**src/rtl/spi_xfer_ctrl.sv**
```systemverilog
// SPI master transfer sequencer, mode 0, full duplex, MSB-first by default.
// Optional SPI_LSB_FIRST_EN adds cmd_lsb_first for LSB-first transfers.
module spi_xfer_ctrl #(
    parameter int SS_NUM = 8,
    parameter int DATA_W = 32,
    parameter int DIV_W  = 8,
    localparam int SS_W  = $clog2(SS_NUM),
    localparam int LEN_W = $clog2(DATA_W) + 1
) (
    input  logic              clk,
    input  logic              rst,
    input  logic              cmd_valid,
    output logic              cmd_ready,
    input  logic [SS_W-1:0]   cmd_ss,
    input  logic [LEN_W-1:0]  cmd_len,
    input  logic [DIV_W-1:0]  cmd_div,
    input  logic [DATA_W-1:0] cmd_data,
`ifdef SPI_LSB_FIRST_EN
    input  logic              cmd_lsb_first,
`endif
    output logic              rsp_valid,
    output logic [DATA_W-1:0] rsp_data,
    output logic              busy,
    output logic [SS_NUM-1:0] ss_pad_o,
    output logic              sclk_pad_o,
    output logic              mosi_pad_o,
    input  logic              miso_pad_i
);

    typedef enum logic [2:0] {
        IDLE, LEAD, SCK_H, SCK_L, TRAIL
    } state_t;

    localparam logic [LEN_W-1:0] FULL_LEN = LEN_W'(DATA_W);

    state_t            state, state_d;
    logic [DIV_W-1:0]  cnt, div_q;
    logic [LEN_W-1:0]  len_q, bit_cnt, eff_len;
    logic [DATA_W-1:0] tx_q, rx_q, tx_msb;
    logic              lsb_q, lsb_in, accept, done, last_bit;

`ifdef SPI_LSB_FIRST_EN
    assign lsb_in = cmd_lsb_first;
`else
    assign lsb_in = 1'b0;
`endif

    assign cmd_ready = (state == IDLE);
    assign busy      = ~cmd_ready;
    assign accept    = cmd_ready & cmd_valid;
    assign done      = (cnt == '0);
    assign last_bit  = (bit_cnt == len_q);

    // Zero or oversize length means a full-width word; MSB-first data is
    // left-aligned so the first bit always sits at the top of tx_msb.
    assign eff_len = (cmd_len == '0 || cmd_len > FULL_LEN) ? FULL_LEN : cmd_len;
    assign tx_msb  = cmd_data << (FULL_LEN - eff_len);

    // State register
    always_ff @(posedge clk) begin
        if (rst) state <= IDLE;
        else     state <= state_d;
    end

    // Next-state: every non-idle state lasts div+1 cycles
    always_comb begin
        state_d = state;
        unique case (state)
            IDLE:    if (cmd_valid) state_d = LEAD;
            LEAD:    if (done) state_d = SCK_H;
            SCK_H:   if (done) state_d = last_bit ? TRAIL : SCK_L;
            SCK_L:   if (done) state_d = SCK_H;
            TRAIL:   if (done) state_d = IDLE;
            default: state_d = IDLE;
        endcase
    end

    // Datapath: command latch, half-period counter, shifters and pads
    always_ff @(posedge clk) begin
        if (rst) begin
            cnt        <= '0;
            div_q      <= '0;
            len_q      <= '0;
            bit_cnt    <= '0;
            lsb_q      <= 1'b0;
            tx_q       <= '0;
            rx_q       <= '0;
            ss_pad_o   <= '1;
            sclk_pad_o <= 1'b0;
            mosi_pad_o <= 1'b0;
            rsp_valid  <= 1'b0;
            rsp_data   <= '0;
        end else begin
            rsp_valid <= 1'b0;
            if (accept) begin
                cnt        <= cmd_div;
                div_q      <= cmd_div;
                len_q      <= eff_len;
                lsb_q      <= lsb_in;
                bit_cnt    <= '0;
                rx_q       <= '0;
                ss_pad_o   <= ~(SS_NUM'(1) << cmd_ss);
                sclk_pad_o <= 1'b0;
                mosi_pad_o <= lsb_in ? cmd_data[0] : tx_msb[DATA_W-1];
                tx_q       <= lsb_in ? (cmd_data >> 1) : (tx_msb << 1);
            end else if (state != IDLE) begin
                if (!done) begin
                    cnt <= cnt - 1'b1;
                end else begin
                    cnt <= div_q;
                    case (state)
                        LEAD, SCK_L: begin
                            sclk_pad_o <= 1'b1;
                            bit_cnt    <= bit_cnt + 1'b1;
                            rx_q <= lsb_q ? {miso_pad_i, rx_q[DATA_W-1:1]}
                                          : {rx_q[DATA_W-2:0], miso_pad_i};
                        end
                        SCK_H: begin
                            sclk_pad_o <= 1'b0;
                            if (!last_bit) begin
                                mosi_pad_o <= lsb_q ? tx_q[0] : tx_q[DATA_W-1];
                                tx_q <= lsb_q ? (tx_q >> 1) : (tx_q << 1);
                            end
                        end
                        TRAIL: begin
                            ss_pad_o  <= '1;
                            rsp_valid <= 1'b1;
                            rsp_data  <= lsb_q ? (rx_q >> (FULL_LEN - len_q))
                                               : rx_q;
                        end
                        default: ;
                    endcase
                end
            end
        end
    end

endmodule

```
**config.mk**
```make
export PLATFORM = sky130hd
export DESIGN_NAME = spi_xfer_ctrl
export DESIGN_NICKNAME = d
export VERILOG_FILES = /design/src/rtl/spi_xfer_ctrl.sv
export SDC_FILE = /design/constraint.sdc
export NUM_CORES = 1
export LEC_CHECK = 0
export BUFFER_PORTS_ARGS = -buffer_cell sky130_fd_sc_hd__clkbuf_2
export CORE_MARGIN = 2
export CORE_UTILIZATION = 40
export DETAILED_ROUTE_END_ITERATION = 10
export HOLD_SLACK_MARGIN = 0.02
export PLACE_DENSITY_LB_ADDON = 0.08
export SLEW_MARGIN = 20
export SYNTH_ARGS = -nofsm -noshare
export SYNTH_HDL_FRONTEND = slang
export SYNTH_SLANG_ARGS = --single-unit
```
**constraint.sdc**
```tcl
create_clock -name clk -period 5.4 [get_ports clk]
set_input_delay 1.08 -clock clk [delete_from_list [all_inputs] [get_ports clk]]
set_output_delay 1.08 -clock clk [all_outputs]
set_load 0.05 [all_outputs]
```
-- After elaboration in Yosys (flattened, before gate mapping)
Index checks and enable logic that the tools add are counted.
- bits in registers: 137
- bits in latches: 0
- RAM bits: 0
- ROM bits: 0
- input port bits: 53
- output and inout bits: 45
- logic and storage cells: 79
- memories: 0
- add/sub/neg operators: 3
- multiply operators: 0
- divide/modulo/power cells: 0
- $lt $le $gt $ge: 1
- eq/ne operators: 10
- shift operators: 2
- muxes and demuxes: 26
- bitwise logic cells: 6
- reduce and logical (&&, ||, !) cells: 19
- operators with widths (kind ; number):
    2-to-1 mux 32 bit ; 5
    2-to-1 mux 8 bit ; 7
    left shift 32 x 6 -> 32 bit ; 1
    2-to-1 mux 3 bit ; 5
    one-hot mux 3 bit (4 select lines) ; 1
    AND reduction 4 bit ; 3
    nonzero test 2 bit ; 5
    AND reduction 3 bit ; 3
    logical NOT 8 bit ; 1
    != test 2 bit, second input constant ; 4
    NOT 8 bit ; 1
    left shift 1 x 3 -> 8 bit, first input constant ; 1
    subtractor 8 x 1 -> 8 bit, second input constant ; 1
    adder 6 x 1 -> 6 bit, second input constant ; 1
    equality test 3 x 2 -> 1 bit, second input constant ; 2
    equality test 6 bit ; 1
    > comparator 6 bit, second input constant ; 1
    logical NOT 6 bit ; 1
    2-to-1 mux 1 bit ; 6
    2-to-1 mux 6 bit ; 1
    subtractor 6 bit, first input constant ; 1
    NOT 1 bit ; 4
    OR reduction 2 bit ; 2
    OR reduction 4 bit ; 1
    8 further kinds ; 8

-- Depth between registers and ports, before layout
Gate-level depths: netlist (run 1).
- depth in word-level cells: 6
- gate-level depth with buffers: 15
- mapped depth without buffers: 9

-- Worst setup path after synthesis (run 1)
Ideal clock, no wire load.
- path kind: input to register
- from: input cmd_len[0]
- to: register tx_q[31]
- setup time: 0.084 ns
- arrival: 3.656 ns
- data required time: 5.316 ns
- path slack: 1.660 ns
- stages: 13
- buffers on the path: 5
- path through: nor2b_1 buf_2 inv_2 buf_4 buf_2 ha_1 or3b_1 buf_2 a211oi_2 buf_6 nand2_4 o311a_1 o31ai_2
- word-level cells in the longest chain between the ends: 6
- elaborated cells on any way between the ends: 7
- those cells by class: add/sub: 1; order compare: 1; shift: 1; mux: 2; reduce/logical: 2
- ends and longest elaborated chain (item ; RTL line ; text):
    start: declaration ; 15 ; input logic [LEN_W-1:0] cmd_len,
    > comparator 6 bit or logical NOT 6 bit (tied branches) ; 56 ; assign eff_len = (cmd_len == '0 || cmd_len > FULL_LEN) ? FULL_LEN : cmd_len;
    logical OR 1 bit ; 56 ;
    2-to-1 mux 6 bit (*) ; 56 ;
    subtractor 6 bit (*) ; 57 ; assign tx_msb = cmd_data << (FULL_LEN - eff_len);
    left shift 32 x 6 -> 32 bit (*) ; 57 ;
    2-to-1 mux 32 bit (*) ; 95 ; if (accept) begin
    end signal: assignment ; 105 ; tx_q <= lsb_in ? (cmd_data >> 1) : (tx_msb << 1);
    end signal: assignment ; 122 ; tx_q <= lsb_q ? (tx_q >> 1) : (tx_q << 1);
    end: declaration ; 39 ; logic [DATA_W-1:0] tx_q, rx_q, tx_msb;
Mark *: on every way between the ends. The rest lies on a longest branch, timed or not.
A chain may end at the register's enable or synchronous reset.

-- Worst setup path in the final report (run 1)
- from: input cmd_len[0]
- to: register tx_q[23]
Same word-level chain as after synthesis.

==> metrics, run 1 <==
status finished, final reports clean; Area contributors post-synth dfxtp_1, nand2_1, mux2i_1; Remaining Overflow, GRT 0; Hold Crit Class register to register; setup ws final 1630 ps; logic gate share of total power 0.226; FF+latch count, synth 137; CP arrival 4010 ps; worst vdd ir 213 uV; placed inst area 7830 sq um; Clock Root Buffer clkbuf_16; # hold bufs at CTS 0; Final Cell Area 8430 sq um; M2 GR Usage 0.334; 1st-iter DRT viols 464; pwr/cell area 350 nW/um^2; Slew Viols, Final 0; Clk pin slew, worst setup/hold paths 60 ps; I/O Pins 98; Post-DRT Antenna Nets 0; switching part of the total 0.318; Initial Utilization 0.407; H-Tree Depth 4; Int Power 2010 uW; via count 6491; worst r2r src cnt[0]$_SDFFE_PP0P_; commonest non-fill, non-tap cell in the layout nand2_1; worst clock skew 11.8 ps; reg2reg end tx_q[11]$_SDFFE_PP0P_; ant diodes 0; Routed WL per cell 16.7 um; number of remaining DRC errors 0; Detailed Place HPWL 13400 um; Max-cap violations 0; die height 139 um; M1 GR Usage 0.276; minimum clock period 3770 ps; crit path buf inv count 3; Critical Path Sink tx_q[23]$_SDFFE_PP0P_; Bufs on Longest Clock Path 2; Synth Cell Area 7280 sq um; CTS Buf Count 17; critical-path cell list clkbuf_2, nor2b_2, inv_2, ha_1, xor2_4, buf_4, mux2i_1, nand2_1, a31oi_1, a211oi_1; Worst Setup SP cmd_len[0]; Die ar. 19300 sq um; cell taking the most area after synthesis dfxtp_1; # rows 49; sequential power share 0.378; f_max 0.265 GHz; core area 17900 sq um; initial antenna violation count 0; GRT Total Usage 0.204; slowest library cell on the worst path xor2_4; Post-synth EDFFs 0; Post-Route WL 19600 um; Syn Nets 929; Critical Path Stages 10; Nets 992; type of origin of the critical path primary input; top_reg_cell synth dfxtp_1; relative slew slack 0.347; ys async rst share 0; clock power share 0.396; Post-CTS Setup Repair Bufs 0; Req. time, crit path 5640 ps; Period Utilization, post-route 0.699; Setup CP Type primary input to register; Syn Area/Cell 8.35 sq um; Hold Fails Final Rpt 0; reg-to-reg slack, setup 2350 ps; Crit. End Element register; Unique masters post-synth 72; Crit path largest cell delay 560 ps; Chip Width 139 um; 1st-pass router iterations 5; Sum Neg Setup Slack 0 ps; Seq/Total Area, Yosys 0.377; # resized after CTS 0; share of the synthesized area in the top cell type 0.377; vias in the first global route 6114; pin count of the biggest net entering global routing 61; worst-margin pin slew 978 ps; final RePlAce weighted congestion 0.963; Via-to-Cell Ratio 5.51; number of synthesis warnings 0; layout cells sized above 1 0.192; clock sinks 137; total power 2950 uW; Lkg Pwr 0.00326 uW; port buffer count 97; met3 Use GR 0.0414; FF-to-FF path depth 8; dpl ws 1180 ps; Mapped Cells 872; Crit path max-delay family buffers and inverters; first-pass GRT wire length 32400 um; most frequent cells in the layout nand2_1, dfxtp_1, a21oi_1, clkbuf_2, mux2i_1; unrepaired setup endpoints after global routing false; crit path max fanout 24; Layout area overhead 15.7%; worst-skew pair later-pin latency 420 ps; P_sw 938 uW; CTS tree built; final setup vio count 0; GR peak layer met2
==> power by group through the flow <==
| stage | combinational (uW) | sequential, uW | clock (uW) |
|---|---|---|---|
| floorplan | 504 | 1130 | 0 |
| global placement | 669 | 1140 | 0 |
| detailed placement | 665 | 1140 | 0 |
| CTS | 668 | 1120 | 1200 |
| global route | 739 | 1120 | 1240 |
| finish | 668 | 1120 | 1170 |
==> worst register-to-register path: stages, from the launching register on <==
cell	delay, ps
dfxtp_1	340
inv_1	100
ha_1	160
or3b_2	510
nor2_4	320
o2111ai_2	580
and2_1	540
a221oi_1	270
nor3_1	80
==> Yosys cell counts (4+ instances only) <==
library cell / instances
nand2_1: 208
dfxtp_1: 137
a21oi_1: 97
mux2i_1: 52
nor2_1: 49
clkbuf_1: 41
nor3_1: 34
a211oi_1: 26
o21ai_0: 15
buf_2: 13
mux4_2: 13
o22ai_1: 12
xnor2_1: 10
a221oi_1: 8
a31oi_1: 8
inv_1: 8
o211ai_1: 8
o21bai_1: 8
mux4_1: 7
nand3_1: 7
buf_4: 6
mux2_2: 6
nor2b_1: 6
a2bb2oi_1: 5
xor2_1: 5
buf_6: 4
ha_1: 4
nor4b_1: 4
o21ai_1: 4
==> layer usage <==
layer	part of all wire	routed length, um	vias to the layer above
met1	0.46	9110	3074
met5	0	0	-
met2	0.47	9310	149
met3	0.044	855	28
li1	-	-	3240
met4	0.017	329	0
==> worst min path at each step <==
stage	cells after the start	start	slack (ps)	end
6_report	2	rsp_data[4]$_SDFFE_PP0P_	450	rsp_data[4]$_SDFFE_PP0P_
2_1_floorplan	2	rx_q[31]$_SDFFE_PP0P_	430	rsp_data[31]$_SDFFE_PP0P_
5_1_grt	2	rsp_data[7]$_SDFFE_PP0P_	470	rsp_data[7]$_SDFFE_PP0P_
3_5_place_dp	2	rsp_data[4]$_SDFFE_PP0P_	450	rsp_data[4]$_SDFFE_PP0P_
3_3_place_gp	2	rsp_data[5]$_SDFFE_PP0P_	440	rsp_data[5]$_SDFFE_PP0P_
4_1_cts	2	rsp_data[4]$_SDFFE_PP0P_	450	rsp_data[4]$_SDFFE_PP0P_
==> area by class of cell <==
class | count | area [sq um]
tap | 229 | 287
inverter | 10 | 37.5
clock buffer | 18 | 429
clock inverter | 14 | 163
sequential | 137 | 2740
multi-input combinational | 657 | 4170
timing repair buffer | 112 | 601
fill | 1847 | 9470
==> sequential cells by signal, summed over array words and instances, names as in the netlist, 3 cells and up <==
register  flops
tx_q         31
cnt           8
rsp_data     32
state         3
bit_cnt       6
ss_pad_o      8
div_q         8
len_q         6
rx_q         32
==> through the flow <==
| stage | util | hold slack (ps) | cells |
|---|---|---|---|
| global route | 0.471 | 467 | 1177 |
| finish | 0.471 | 451 | 1177 |
| global placement | 0.438 | 444 | 1145 |
| CTS | 0.471 | 455 | 1177 |
| floorplan | - | 432 | 872 |
| detailed placement | 0.438 | 446 | 1145 |
==> cells by family after synthesis <==
kind of cell / synth area share
multiplexers: 0.148
AO/OA/AOI/OAI: 0.184
buffers and inverters: 0.0539
adder cells (fa/ha/maj): 0.00687
flip-flops: 0.377
XOR/XNOR: 0.0203
AND/OR/NAND/NOR: 0.211
No activity file was read; power rests on OpenSTA's default activity.
==> run 2: changes to the inputs <==
--- a/config.mk
+++ b/config.mk
@@ -5,6 +5,7 @@
 export SDC_FILE = /design/constraint.sdc
 export NUM_CORES = 1
 export LEC_CHECK = 0
+export ABC_AREA = 1
 export BUFFER_PORTS_ARGS = -buffer_cell sky130_fd_sc_hd__clkbuf_2
 export CORE_MARGIN = 2
 export CORE_UTILIZATION = 40
==> constraint.sdc (replaced) <==
create_clock -name clk -period 3.7 [get_ports clk]
set_input_delay 0.74 -clock clk [delete_from_list [all_inputs] [get_ports clk]]
set_output_delay 0.74 -clock clk [all_outputs]
set_load 0.05 [all_outputs]
==> metrics, run 2 <==
status finished, final reports clean; Detailed Place HPWL 14300 um; Synth Area in XOR/XNOR 0.00703; vias in the first global route 6988; Seq/Total Area, Yosys 0.376; Crit. End Element register; Syn Nets 1195; top_reg_cell synth dfxtp_1; count leader, synth nand2_1; f_max 0.398 GHz; final RePlAce weighted congestion 0.930; Synth Cell Area 7300 sq um; initial antenna violation count 0; filler instances 1909; # hold bufs at CTS 0; pwr/cell area 515 nW/um^2; post-synthesis simple-gate area fraction 0.357; # resized after CTS 0; Worst Setup SP cnt[0]$_SDFFE_PP0P_; area share of fa/ha/maj cells after synthesis 0.00686; worst vdd ir 438 uV; die height 139 um; Period Utilization, post-route 0.679; Routed WL per cell 14.3 um; Bufs on Longest Clock Path 2; Clock Root Buffer clkbuf_16; Lkg Pwr 0.00395 uW; Area contributors post-synth dfxtp_1, nand3_1, nand2_1; unrepaired setup endpoints after global routing false; Setup CP Type register to register; I/O Pins 98; CTS Buf Count 17; port buffer count 97; commonest non-fill, non-tap cell in the layout nand2_1; 1st-pass router iterations 5; cell taking the most area after synthesis dfxtp_1; layout cells sized above 1 0.143; worst r2r src cnt[0]$_SDFFE_PP0P_; Layout area overhead 15.7%; final non-filler cell total 1444; FF+latch count, synth 137; Post-CTS Setup Repair Bufs 0; Hold Fails Final Rpt 0; H-Tree Depth 4; clock sinks 137; ys async rst share 0; Post-synth EDFFs 0; FF-to-FF path depth 11; Die ar. 19300 sq um; number of synthesis warnings 0; Remaining Overflow, GRT 0; 1st-iter DRT viols 620; reg-to-reg slack, setup 1190 ps; Unique masters post-synth 32; Via-to-Cell Ratio 5.15; Nets 1259; post-synthesis mux area share 0; CP arrival 2870 ps; dpl cells 1412; worst clock skew 14.4 ps; ant diodes 0; largest family of logic cells by synthesized area simple AND/OR/NAND/NOR gates; Mapped Cells 1138; Post-Route WL 20700 um; Max-cap violations 0; reg2reg end bit_cnt[4]$_SDFFE_PP0P_; Req. time, crit path 4060 ps; number of remaining DRC errors 0; GRT Total Usage 0.217; crit path max fanout 39; Critical Path Sink bit_cnt[4]$_SDFFE_PP0P_; Syn Area/Cell 6.41 sq um; Synth Area in Compound Gates 0.159; pin count of the biggest net entering global routing 76; synth cell count leaders nand2_1, nor2_1, nand3_1, dfxtp_1, o21ai_0; Clk pin slew, worst setup/hold paths 70 ps; share of the synthesized area in the top cell type 0.376; Initial Utilization 0.408; via count 7443; Sum Neg Setup Slack 0 ps; Hold Crit Class register to register; Slew Viols, Final 0; biggest registers after layout rsp_data (32), rx_q (32), tx_q (31); worst-skew pair later-pin latency 430 ps; core area 17900 sq um; fin util 0.472; worst-margin pin slew 733 ps; Post-DRT Antenna Nets 0; most frequent cells in the layout nand2_1, nor2_1, nand3_1, dfxtp_1, o21ai_0; Chip Width 139 um; relative slew slack 0.511; first-pass GRT wire length 34700 um; final setup vio count 0; CTS tree built; # rows 49; type of origin of the critical path register; minimum clock period 2510 ps
## run 2: changes by cell type after synthesis, sizes merged, moves of 27 or more
cell,change
nand3,+168
nor2,+135
o21ai,+130
inv,+82
mux2i,-52
a21oi,-44
nor3,-30
a211oi,-27
## run 2: how the worst min path moves through the flow
| stage | start | endpoint | slack, ps | depth (start not counted) |
|---|---|---|---|---|
| after floorplan | div_q[3]$_SDFFE_PP0P_ | div_q[3]$_SDFFE_PP0P_ | 440 | 2 |
| after global placement | div_q[1]$_SDFFE_PP0P_ | div_q[1]$_SDFFE_PP0P_ | 450 | 2 |
| after detailed placement | div_q[5]$_SDFFE_PP0P_ | div_q[5]$_SDFFE_PP0P_ | 460 | 2 |
| after CTS | tx_q[1]$_SDFFE_PP0P_ | tx_q[1]$_SDFFE_PP0P_ | 470 | 2 |
| after global routing | div_q[2]$_SDFFE_PP0P_ | div_q[2]$_SDFFE_PP0P_ | 490 | 2 |
| final | tx_q[1]$_SDFFE_PP0P_ | tx_q[1]$_SDFFE_PP0P_ | 470 | 2 |
## run 2: layer usage
metal  vias up  track usage  share of wire
met1      3401        0.309           0.50
met2       151        0.326           0.43
met5         -            0              0
li1       3876            -              -
met4         0       0.0579          0.012
met3        15       0.0559          0.060
## run 2: kinds of logic (layout without fill, tap and decap cells)
kind of cell	count (synthesis)	in the layout
AND/OR/NAND/NOR	607	607
XOR/XNOR	5	5
buffers and inverters	161	238
adder cells (fa/ha/maj)	4	4
AO/OA/AOI/OAI	224	224
flip-flops	137	137
## run 2: report_power, final
group / switching (uW) / total (uW) / leakage [uW] / internal [uW]
clock network: 759 / 1730 / 0.000294 / 967
logic: 685 / 993 / 0.00254 / 308
registers: 57.0 / 1630 / 0.00112 / 1570
## run 2: stage by stage
step           total power, uW  hold slack, ps  worst slack (ps)  instance area [sq um]
2_1_floorplan             2410             440              1190                   7300
6_report                  4350             467              1190                   8450
5_1_grt                   4610             489               918                   8450
3_5_place_dp              2640             457               871                   7850
4_1_cts                   4390             466              1180                   8450
3_3_place_gp              2650             451               908                   7850
## run 2: area by class of cell
class / instances / area, sq um / area share
Sequential cell: 137 / 2740 / 0.325
Multi-Input combinational cell: 840 / 3870 / 0.458
Tap cell: 229 / 287 / 0.0339
Inverter: 93 / 350 / 0.0415
Timing Repair Buffer: 113 / 606 / 0.0717
Clock inverter: 15 / 170 / 0.0201
Clock buffer: 17 / 425 / 0.0504
## run 2: critical path, stage by stage (launching register included)
cell and delay (ps):
dfxtp_1 320, inv_1 100, ha_1 150, nand2_1 80, nor2_4 350, nand2_1 110, buf_4 270, inv_2 510
nand3_1 180, nor2_1 160, o21ai_0 100, a21oi_1 130
==> run 3: changes to the inputs <==
--- a/config.mk
+++ b/config.mk
@@ -5,7 +5,7 @@
 export SDC_FILE = /design/constraint.sdc
 export NUM_CORES = 1
 export LEC_CHECK = 0
-export ABC_AREA = 1
+export ABC_AREA = 0
 export BUFFER_PORTS_ARGS = -buffer_cell sky130_fd_sc_hd__clkbuf_2
 export CORE_MARGIN = 2
 export CORE_UTILIZATION = 40
==> constraint.sdc (replaced) <==
create_clock -name clk -period 2.4 [get_ports clk]
set_input_delay 0.48 -clock clk [delete_from_list [all_inputs] [get_ports clk]]
set_output_delay 0.48 -clock clk [all_outputs]
set_load 0.05 [all_outputs]
==> metrics, run 3 (synthesis gave the netlist of run 1 again) <==
placed inst area 8470 sq um; Hold Crit Class primary input to register; type of origin of the critical path primary input; # hold bufs at CTS 0; Nets 1055; initial antenna violation count 0; Layout area overhead 25.1%; CTS tree built; Bufs on Longest Clock Path 2; number of remaining DRC errors 0; final RePlAce weighted congestion 0.880; Chip Width 139 um; biggest registers after layout rsp_data (32), rx_q (32), tx_q (31); worst-skew pair later-pin latency 420 ps; minimum clock period 2300 ps; Sum Neg Setup Slack 0 ps; GRT Total Usage 0.217; crit path max fanout 12; Max-cap violations 0; crit path buf inv count 4; unrepaired setup endpoints after global routing false; critical-path cell list clkbuf_2, nor2b_2, inv_6, ha_4, buf_6, or4bb_1, o21ai_2, buf_4, nand2_1, nand2_1, nand3_1, a221oi_1; Crit path largest cell delay 560 ps; Post-Route WL 20800 um; via count 6851; clock sinks 137; Via-to-Cell Ratio 5.53; Die ar. 19300 sq um; slowest library cell on the worst path or4bb_1; hold endpoint rx_q[0]$_SDFFE_PP0P_; vias in the first global route 6743; hold path startpoint miso_pad_i; layout cells sized above 1 0.267; 1st-pass router iterations 5; Initial Utilization 0.407; fin util 0.509; Clk pin slew, worst setup/hold paths 60 ps; port buffer count 97; ant diodes 0; worst r2r src cnt[0]$_SDFFE_PP0P_; status finished, final reports clean; Hold Path Stages 3; Routed WL per cell 16.8 um; pin count of the biggest net entering global routing 42; Detailed Place HPWL 15000 um; reg2reg end tx_q[23]$_SDFFE_PP0P_; Slew Viols, Final 0; relative slew slack 0.646; f_max 0.435 GHz; worst vdd ir 537 uV; FF-to-FF path depth 9; Crit path max-delay family simple AND/OR/NAND/NOR gates; core area 17900 sq um; pwr/cell area 756 nW/um^2; most frequent cells in the layout nand2_1, dfxtp_1, clkbuf_2, a21oi_1, buf_4; CTS Buf Count 17; reg-to-reg slack, setup 180 ps; I/O Pins 98; Clock Root Buffer clkbuf_16; # rows 49; worst-margin pin slew 529 ps; Hold Fails Final Rpt 0; H-Tree Depth 4; Post-DRT Antenna Nets 0; Crit. End Element register; Final Cell Area 9120 sq um; Period Utilization, post-route 0.959; first-pass GRT wire length 34400 um; die height 139 um; Setup CP Type primary input to register; commonest non-fill, non-tap cell in the layout nand2_1; CP arrival 2620 ps; Remaining Overflow, GRT 0; Lkg Pwr 0.00360 uW; cell mode on critical path nand2_1; worst clock skew 10.6 ps; Req. time, crit path 2720 ps; 1st-iter DRT viols 433; final setup vio count 0
-- run 3: worst min-delay path, stage by stage --
cell	delay (ps)
clkbuf_2	80
nand2_1	40
a21oi_1	50
-- run 3: worst max-delay path by stage --
stage	start	to	slack [ps]	cells after the start
after floorplan	cmd_len[0]	tx_q[31]$_SDFFE_PP0P_	-430	13
final	cmd_len[5]	tx_q[27]$_SDFFE_PP0P_	100	12
after global routing	cmd_len[5]	tx_q[13]$_SDFFE_PP0P_	0.8	11
after detailed placement	cmd_len[5]	tx_q[28]$_SDFFE_PP0P_	-440	10
after global placement	cmd_len[0]	tx_q[28]$_SDFFE_PP0P_	-360	10
after CTS	cmd_len[5]	tx_q[28]$_SDFFE_PP0P_	10	10
-- run 3: cell type report --
| class | instances | area, sq um |
|---|---|---|
| repair buffers | 175 | 1170 |
| clock buffers | 18 | 439 |
| multi-input cells | 657 | 4290 |
| flip-flops and latches | 137 | 2740 |
| fillers | 1742 | 8790 |
| inverters | 10 | 42.5 |
| clock inverters | 14 | 148 |
| well taps | 229 | 287 |
-- run 3: per-layer routing --
layer,global-route usage,share of wire,vias up
met5,0,0,-
met1,0.273,0.45,3298
met2,0.373,0.49,159
li1,-,-,3369
met3,0.0442,0.042,25
met4,0.0744,0.020,0
-- run 3: timing repair --
action | CTS | global route
buffers inserted | 0 | 2
pin swaps | 0 | 5
resized for setup | 2 | 9
hold endpoints to repair | 0 | 0
setup endpoints to repair | 2 | 27
-- run 3: where the power goes --
group / switching [uW] / internal [uW]
Sequential: 101 / 2410
Clock: 1100 / 1490
Combinational: 1020 / 765
Total: 2230 / 4670
-- run 3: per-stage QoR --
stage | hold WS [ps] | worst slack (ps) | power, uW | std cells
final | 278 | 99.0 | 6890 | 1240
after global placement | 441 | -358 | 4290 | 1206
after CTS | 268 | 9.90 | 6930 | 1238
after detailed placement | 447 | -443 | 4310 | 1206
after floorplan | 432 | -430 | 3750 | 872
after global routing | 272 | 0.773 | 7240 | 1240
